File: src/rtl/ps2_drive_decoder.sv
// PS/2 scan-set-2 receiver that turns held keys into per-player
// steering, throttle and boost levels for two physics engines.
module ps2_drive_decoder #(
    parameter int CLK_FREQ       = 100_000_000,
    parameter int TIMEOUT_CYCLES = 100_000
) (
    input  logic       clk,
    input  logic       rst,
    input  logic       ps2_clk,
    input  logic       ps2_data,
    output logic [1:0] p1_h_code,
    output logic [1:0] p1_v_code,
    output logic       p1_boost,
    output logic [1:0] p2_h_code,
    output logic [1:0] p2_v_code,
    output logic       p2_boost,
    output logic       byte_valid,
    output logic [7:0] byte_data,
    output logic       frame_err
);

    localparam int TW = $clog2(TIMEOUT_CYCLES + 1);
    localparam logic [TW-1:0] TMAX = TW'(TIMEOUT_CYCLES);

    if (CLK_FREQ < 1 || TIMEOUT_CYCLES < 1) begin : g_bad_param
        $error("ps2_drive_decoder: CLK_FREQ and TIMEOUT_CYCLES must be positive");
    end

    localparam int K_W  = 0;
    localparam int K_A  = 1;
    localparam int K_S  = 2;
    localparam int K_D  = 3;
    localparam int K_LS = 4;
    localparam int K_UP = 5;
    localparam int K_LT = 6;
    localparam int K_DN = 7;
    localparam int K_RT = 8;
    localparam int K_RS = 9;

    typedef enum logic [1:0] {IDLE, DATA, PARITY, STOP} state_t;

    state_t        state;
    logic [1:0]    clk_sync;
    logic [1:0]    data_sync;
    logic          clk_prev;
    logic          fall;
    logic [2:0]    bit_cnt;
    logic [7:0]    sreg;
    logic          par;
    logic [TW-1:0] tcnt;
    logic          ext;
    logic          brk;
    logic [9:0]    keys;
    logic          key_hit;
    logic [3:0]    key_idx;

    // Lines idle high, so the synchronizer resets to 1 to avoid a false edge.
    always_ff @(posedge clk or posedge rst) begin
        if (rst) begin
            clk_sync  <= 2'b11;
            data_sync <= 2'b11;
            clk_prev  <= 1'b1;
        end else begin
            clk_sync  <= {clk_sync[0], ps2_clk};
            data_sync <= {data_sync[0], ps2_data};
            clk_prev  <= clk_sync[1];
        end
    end

    assign fall = clk_prev & ~clk_sync[1];

    always_comb begin
        key_hit = 1'b1;
        key_idx = 4'd0;
        unique case ({ext, sreg})
            {1'b0, 8'h1D}: key_idx = 4'(K_W);
            {1'b0, 8'h1C}: key_idx = 4'(K_A);
            {1'b0, 8'h1B}: key_idx = 4'(K_S);
            {1'b0, 8'h23}: key_idx = 4'(K_D);
            {1'b0, 8'h12}: key_idx = 4'(K_LS);
            {1'b1, 8'h75}: key_idx = 4'(K_UP);
            {1'b1, 8'h6B}: key_idx = 4'(K_LT);
            {1'b1, 8'h72}: key_idx = 4'(K_DN);
            {1'b1, 8'h74}: key_idx = 4'(K_RT);
            {1'b0, 8'h59}: key_idx = 4'(K_RS);
            default:       key_hit = 1'b0;
        endcase
    end

    always_ff @(posedge clk or posedge rst) begin
        if (rst) begin
            state      <= IDLE;
            bit_cnt    <= '0;
            sreg       <= '0;
            par        <= 1'b0;
            tcnt       <= '0;
            ext        <= 1'b0;
            brk        <= 1'b0;
            keys       <= '0;
            byte_valid <= 1'b0;
            byte_data  <= '0;
            frame_err  <= 1'b0;
        end else begin
            byte_valid <= 1'b0;
            frame_err  <= 1'b0;
            if (fall) begin
                tcnt <= '0;
                unique case (state)
                    IDLE: begin
                        if (!data_sync[1]) begin
                            state   <= DATA;
                            bit_cnt <= '0;
                        end else begin
                            frame_err <= 1'b1;
                            ext       <= 1'b0;
                            brk       <= 1'b0;
                        end
                    end
                    DATA: begin
                        sreg    <= {data_sync[1], sreg[7:1]};
                        bit_cnt <= bit_cnt + 3'd1;
                        if (bit_cnt == 3'd7) state <= PARITY;
                    end
                    PARITY: begin
                        par   <= data_sync[1];
                        state <= STOP;
                    end
                    STOP: begin
                        state <= IDLE;
                        if (data_sync[1] && ^{sreg, par}) begin
                            byte_valid <= 1'b1;
                            byte_data  <= sreg;
                            if (sreg == 8'hE0) begin
                                ext <= 1'b1;
                            end else if (sreg == 8'hF0) begin
                                brk <= 1'b1;
                            end else begin
                                if (key_hit) keys[key_idx] <= !brk;
                                ext <= 1'b0;
                                brk <= 1'b0;
                            end
                        end else begin
                            frame_err <= 1'b1;
                            ext       <= 1'b0;
                            brk       <= 1'b0;
                        end
                    end
                    default: state <= IDLE;
                endcase
            end else if (state != IDLE) begin
                if (tcnt == TMAX) begin
                    state     <= IDLE;
                    frame_err <= 1'b1;
                    ext       <= 1'b0;
                    brk       <= 1'b0;
                end else begin
                    tcnt <= tcnt + 1'b1;
                end
            end
        end
    end

    function automatic logic [1:0] axis(input logic neg, input logic pos);
        axis = (neg && !pos) ? 2'd1 : (pos && !neg) ? 2'd2 : 2'd0;
    endfunction

    always_ff @(posedge clk or posedge rst) begin
        if (rst) begin
            p1_h_code <= '0;
            p1_v_code <= '0;
            p1_boost  <= 1'b0;
            p2_h_code <= '0;
            p2_v_code <= '0;
            p2_boost  <= 1'b0;
        end else begin
            p1_h_code <= axis(keys[K_A], keys[K_D]);
            p1_v_code <= axis(keys[K_W], keys[K_S]);
            p1_boost  <= keys[K_LS];
            p2_h_code <= axis(keys[K_LT], keys[K_RT]);
            p2_v_code <= axis(keys[K_UP], keys[K_DN]);
            p2_boost  <= keys[K_RS];
        end
    end

endmodule

File: config.mk
export PLATFORM = sky130hd
export DESIGN_NAME = ps2_drive_decoder
export DESIGN_NICKNAME = d
export VERILOG_FILES = /design/src/rtl/ps2_drive_decoder.sv
export SDC_FILE = /design/constraint.sdc
export NUM_CORES = 1
export LEC_CHECK = 0
export CORE_UTILIZATION = 50
export DETAILED_ROUTE_END_ITERATION = 12
export GPL_ROUTABILITY_DRIVEN = 0
export PLACE_DENSITY = 0.78
export SYNTH_ARGS = -nofsm -noshare
export SYNTH_HDL_FRONTEND = slang
export SYNTH_SLANG_ARGS = --single-unit
File: constraint.sdc
create_clock -name clk -period 3.4 [get_ports clk]
set_clock_uncertainty 0.05 [all_clocks]
set_input_delay 0.68 -clock clk [delete_from_list [all_inputs] [get_ports clk]]
set_output_delay 0.68 -clock clk [all_outputs]
set_load 0.01 [all_outputs]
# After elaboration in Yosys (flattened, before gate mapping)

Cells that the tools add are included.

Bits in registers: 68
Word-level logic and storage cells: 134
Output and inout bits: 20

Magnitude comparators: 2
$add $sub $neg: 2
Reductions and logical operators: 35
Bitwise operators: 4
Equality and inequality tests: 25
Mux-type cells: 46

Operators by type and width:

| cell                  | count |
|---|---|
| $mux 17               | 3 |
| $eq 9x5->1 const B    | 4 |
| $eq 9x9->1 const B    | 4 |
| $pmux 4 s9            | 1 |
| $mux 2                | 13 |
| $mux 1                | 21 |
| $add 17x1->17 const B | 1 |
| $eq 17x17->1 const B  | 1 |
| $eq 8x8->1 const B    | 2 |
| $bwmux 10             | 1 |
| $logic_and 1x1->1     | 10 |
| $reduce_and 5->1      | 2 |
| $reduce_or 10->1      | 1 |
| $eq 9x6->1 const B    | 1 |
| $eq 9x7->1 const B    | 1 |
| $logic_not 1->1       | 9 |
| $ne 3x3->1 const B    | 3 |
| $reduce_xor 9->1      | 1 |
| $pmux 2 s4            | 1 |
| $reduce_bool 2->1     | 4 |
| $pmux 1 s2            | 3 |
| $pmux 3 s2            | 1 |
| $reduce_and 2->1      | 3 |
| $reduce_and 3->1      | 2 |
| 17 further kinds      | 21 |

# Depth between registers and ports, before layout

Depth in word-level cells: 7
Gate-level depth with buffers: 9
Gate-level depth less buffers: 7

# Worst setup path before layout

No wires, ideal clock.

Path kind: reg2reg
Start: register sreg[4]
End: register keys[5]
Path buffers: 2
Path slack: 1.314 ns
Data arrival time: 1.908 ns
Period minus slack after synthesis: 2.086 ns
Stages on the path, launching flop included: 8
Library setup time: 0.128 ns
Path through: dfrtp_1 buf_6 xnor2_1 xnor3_1 buf_2 nand3b_1 nor3b_1 mux2_1

Cells in the longest elaborated chain, start to end: 7
Elaborated cells on any way between the ends: 26

Ends and longest elaborated chain:

| what                                                           | line | text |
|---|---|---|
| start: declaration                                             | 48   | `logic [7:0] sreg;` |
| start signal: assignment                                       | 120  | `sreg <= {data_sync[1], sreg[7:1]};` |
| $eq 9x7->1 (tied with other cells)                             | 75   | `unique case ({ext, sreg})` |
| $pmux 4 s9                                                     | 75   |  |
| $lt 4x5->1 (not written as such) or $ge 4x1->1 (tied branches) | 138  | `if (key_hit) keys[key_idx] <= !brk;` |
| $logic_and 1x1->1 (not written as such)                        | 138  |  |
| $mux 1 (not written as such)                                   | 138  |  |
| $demux 1 s4                                                    | 138  |  |
| $bwmux 10                                                      | 138  |  |
| end signal: indexed assignment                                 | 138  |  |
| end: declaration                                               | 53   | `logic [9:0] keys;` |

Parallel ways exist; a longest one is shown, timed or not.
A chain may end at the register's enable or synchronous reset.

# Worst setup path after layout

Start: register sreg[4]
End: register byte_data[6]

Cells in the longest elaborated chain, start to end: 3

Ends and longest elaborated chain:

| what                              | line | text |
|---|---|---|
| $reduce_xor 9->1                  | 130  | `if (data_sync[1] && ^{sreg, par}) begin` |
| $logic_and 1x1->1                 | 130  |  |
| $reduce_and 3->1 (no source line) | n/a  |  |
| end signal: assignment            | 132  | `byte_data <= sreg;` |
| end: declaration                  | 18   | `output logic [7:0] byte_data,` |

No other way between the ends.

==> results.ini <==
[power_and_ir_drop]
internal_power_mw = 1.76
power.leakage_nw = 1.67
seq_power_share_pct = 41.8
total_power_mw = 2.59
p_clk_share_pct = 30.6
p_per_area_nw_per_um2 = 700
switchingPower_mw = 0.823
switching_share_pct = 31.8
pwr-share-comb_pct = 27.7
vdd_ir_drop_max_mv = 0.522

[die]
core.rowCount = 28
coreArea_um2 = 6030
initial_core_util_pct = 52.7
die_y_um = 81.7
fp.dieW_um = 81.7
dieArea_um2 = 6680
ios = 24

[synth]
ys_warn_count = 0
yosysSeqAreaShare_pct = 53.8
ys_seq_elements = 68
synth_edf_count = 0
syn_inst = 273
synthDistinctLibCells = 43
postSynth.asyncResetShare_pct = 100
syn-num-nets = 285
ys.flop_type = dfrtp_1
netlist_area_um2 = 3180
syn_avg_cell_area_um2 = 11.6

[cts]
post_cts_resized = 0
cts_buffers = 9
cts_buffer_depth = 2
clkLatencyLatePin_ns = 0.35
clk_pin_slew_ns = 0.07
clock_sinks = 68
cts_setup_buffers = 0
cts-root-buf = clkbuf_8
ctsHtreeMaxLevel = 3
cts_tree = yes
cts.hold.buffers_added = 0

[sta]
period_minus_slack_ns = 2.51
rsz0062_at_grt = false
slew_violations = 0
setup_viol = 0
slew_headroom_pct = 54.9
fmax_mhz = 399
setup_tns_ns = 0
worst-slew-pin-transition_ns = 0.675
finalCritPeriodShare_pct = 73.8
final_hold_viol_count = 0

[place]
post-dp-hpwl_um = 3800
port_buffers = 23

[worst_setup_path]
crit_path_start_kind = flop
critPathKind = flop to flop
arrival_ns = 2.69
path_max_fanout = 11
r2r_end = byte_data[6]$_DFFE_PP0P_
reg2reg_slack_ns = 0.89
required_ns = 3.58
end_kind = flop
reg2reg_depth = 5
reg2reg_from = sreg[4]$_DFFE_PP0P_

[flow_run]
max_cap_viol_count = 0

[min_path]
whs_path_depth = 0
min_to = clk_sync[1]$_DFF_PP1_
hp-class = flop to flop
holdCritStartpoint = clk_sync[0]$_DFF_PP1_

[detailed_routing]
viasPerCell = 5.38
drt-pass1-iter-count = 4
ant_nets = 0
drtIter0Drc = 89
drc_errors = 0
num_vias = 2032
totalWireLength_um = 5400
wire_per_inst_um = 14.3

[finish]
syn_to_final_growth_pct = 16.3
fill_cells = 468
drive_gt1_share_pct = 16.8
final_core_util_pct = 61.3
final_nets = 310
antennaDiodeCount = 0

[global_route]
grt_overflow_total = 0
grt_pass1_wl_um = 9250
grt_max_degree = 35
grt_usage_pct = 19.2
grt_pass1_vias = 2021
grt_antenna_before_repair = 0

[outcome]
outcome = complete, no violations

-- flip-flops by register name, indices dropped and copies added (netlist names), 3 cells and up --
name and flops:
tcnt 17, keys 10, byte_data 8, sreg 8, bit_cnt 3
-- power by group through the flow --
stage / logic (mW) / registers [mW] / clock network [mW]
after detailed placement: 0.717 / 1.10 / 0
after global routing: 0.792 / 1.11 / 0.849
after CTS: 0.722 / 1.08 / 0.812
after global placement: 0.691 / 1.09 / 0
final: 0.716 / 1.08 / 0.792
after floorplan: 0.639 / 1.03 / 0
-- kinds of logic (layout without fill, tap and decap cells) --
kind of cell	Yosys count	after routing	share of synthesized area, %
xor gates and xnor gates	22	22	6.74
adders and majority gates	8	8	3.15
DFF	68	68	53.8
and+or+nand+nor	100	100	17.6
AOI/OAI and AO/OA	23	23	4.65
buffers and inverters	25	55	3.62
muxes	27	27	10.4
-- Yosys cell counts (all sizes together) (4+ instances only) --
master  count  area, µm²
nor2       25       93.8
ha          8        100
xnor2      19        174
dfstp       5        131
clkbuf      5       18.8
nand2      10       37.5
nor3        7       35.0
nor2b       9       56.3
buf         7       47.5
a21oi       6       30.0
mux2       25        312
nor4b       4       35.0
nor4        8       50.1
dfrtp      63       1580
nand4       4       25.0
inv        13       48.8
o21ai       7       35.0
nor3b       7       52.6
nand3       9       45.0
-- area by class of cell --
type	instances	area, µm²	share of cell area [%]
flip-flops and latches	68	1710	46.2
multi-input cells	180	1350	36.6
inverters	13	48.8	1.32
repair buffers	26	253	6.84
clock buffers	10	128	3.45
clock inverters	6	111	3.01
well taps	75	93.8	2.54
-- metal layers --
layer / up-vias / track usage, % / share of wire [%]
li1: 1000 / - / -
met1: 989 / 23.0 / 44
met2: 33 / 31.0 / 50
met3: 10 / 7.67 / 3.9
met4: 0 / 7.37 / 1.8
met5: - / 0 / 0
-- layout by cell type, fill, tap and decap left out, types with 2 or more instances in the layout --
| cell type | synthesis | routed |
|---|---|---|
| dfstp_2 | 5 | 5 |
| xor2_1 | 2 | 2 |
| nor4b_1 | 4 | 4 |
| xnor2_1 | 18 | 18 |
| nor3b_1 | 7 | 7 |
| nand2_1 | 10 | 10 |
| nor2b_1 | 9 | 9 |
| mux2_4 | 8 | 8 |
| nand4_1 | 4 | 4 |
| ha_1 | 8 | 8 |
| a31oi_1 | 2 | 2 |
| a22o_1 | 2 | 2 |
| mux2_2 | 16 | 16 |
| nor4_1 | 8 | 8 |
| dfrtp_1 | 63 | 63 |
| a21oi_1 | 6 | 6 |
| nor2_1 | 25 | 25 |
| o31ai_1 | 2 | 2 |
| o21ai_0 | 7 | 7 |
| and4_1 | 2 | 2 |
| nand4b_1 | 3 | 3 |
| nand2b_1 | 3 | 3 |
| mux2i_1 | 2 | 2 |
| bufinv_16 | 0 | 3 |
| nand3_1 | 9 | 9 |
| and4b_1 | 2 | 2 |
| clkdlybuf4s50_1 | 0 | 23 |
| and3_1 | 2 | 2 |
| buf_4 | 0 | 3 |
| nor3_1 | 7 | 7 |
| clkbuf_8 | 0 | 9 |
| inv_1 | 13 | 12 |
-- worst max-delay path by stage --
stage / from / endpoint / slack [ns] / cells after the start
5_1_grt: sreg[5]$_DFFE_PP0P_ / byte_data[2]$_DFFE_PP0P_ / 0.74 / 5
2_1_floorplan: rst / bit_cnt[0]$_DFFE_PP0P_ / 0.97 / 1
6_report: sreg[4]$_DFFE_PP0P_ / byte_data[6]$_DFFE_PP0P_ / 0.89 / 5
4_1_cts: sreg[4]$_DFFE_PP0P_ / byte_data[6]$_DFFE_PP0P_ / 0.89 / 5
3_5_place_dp: sreg[4]$_DFFE_PP0P_ / byte_data[6]$_DFFE_PP0P_ / 0.91 / 5
3_3_place_gp: sreg[4]$_DFFE_PP0P_ / byte_data[0]$_DFFE_PP0P_ / 1.04 / 5
-- metrics by stage --
stage / cells / setup slack (ns) / cell area [µm²] / hold WS (ns)
after floorplan: 273 / 0.967 / 3180 / 0.295
after global placement: 362 / 1.04 / 3460 / 0.296
after detailed placement: 362 / 0.912 / 3460 / 0.297
after CTS: 378 / 0.892 / 3700 / 0.307
after global routing: 378 / 0.739 / 3700 / 0.309
final: 378 / 0.892 / 3700 / 0.307
-- worst max-delay path, stage by stage (launching register included) --
cell and delay (ns):
dfrtp_1 0.46, xnor2_1 0.21, xnor3_1 0.57, xor2_1 0.27
or2_1 0.49, mux2_4 0.35
Power figures use the tool's default switching activity.
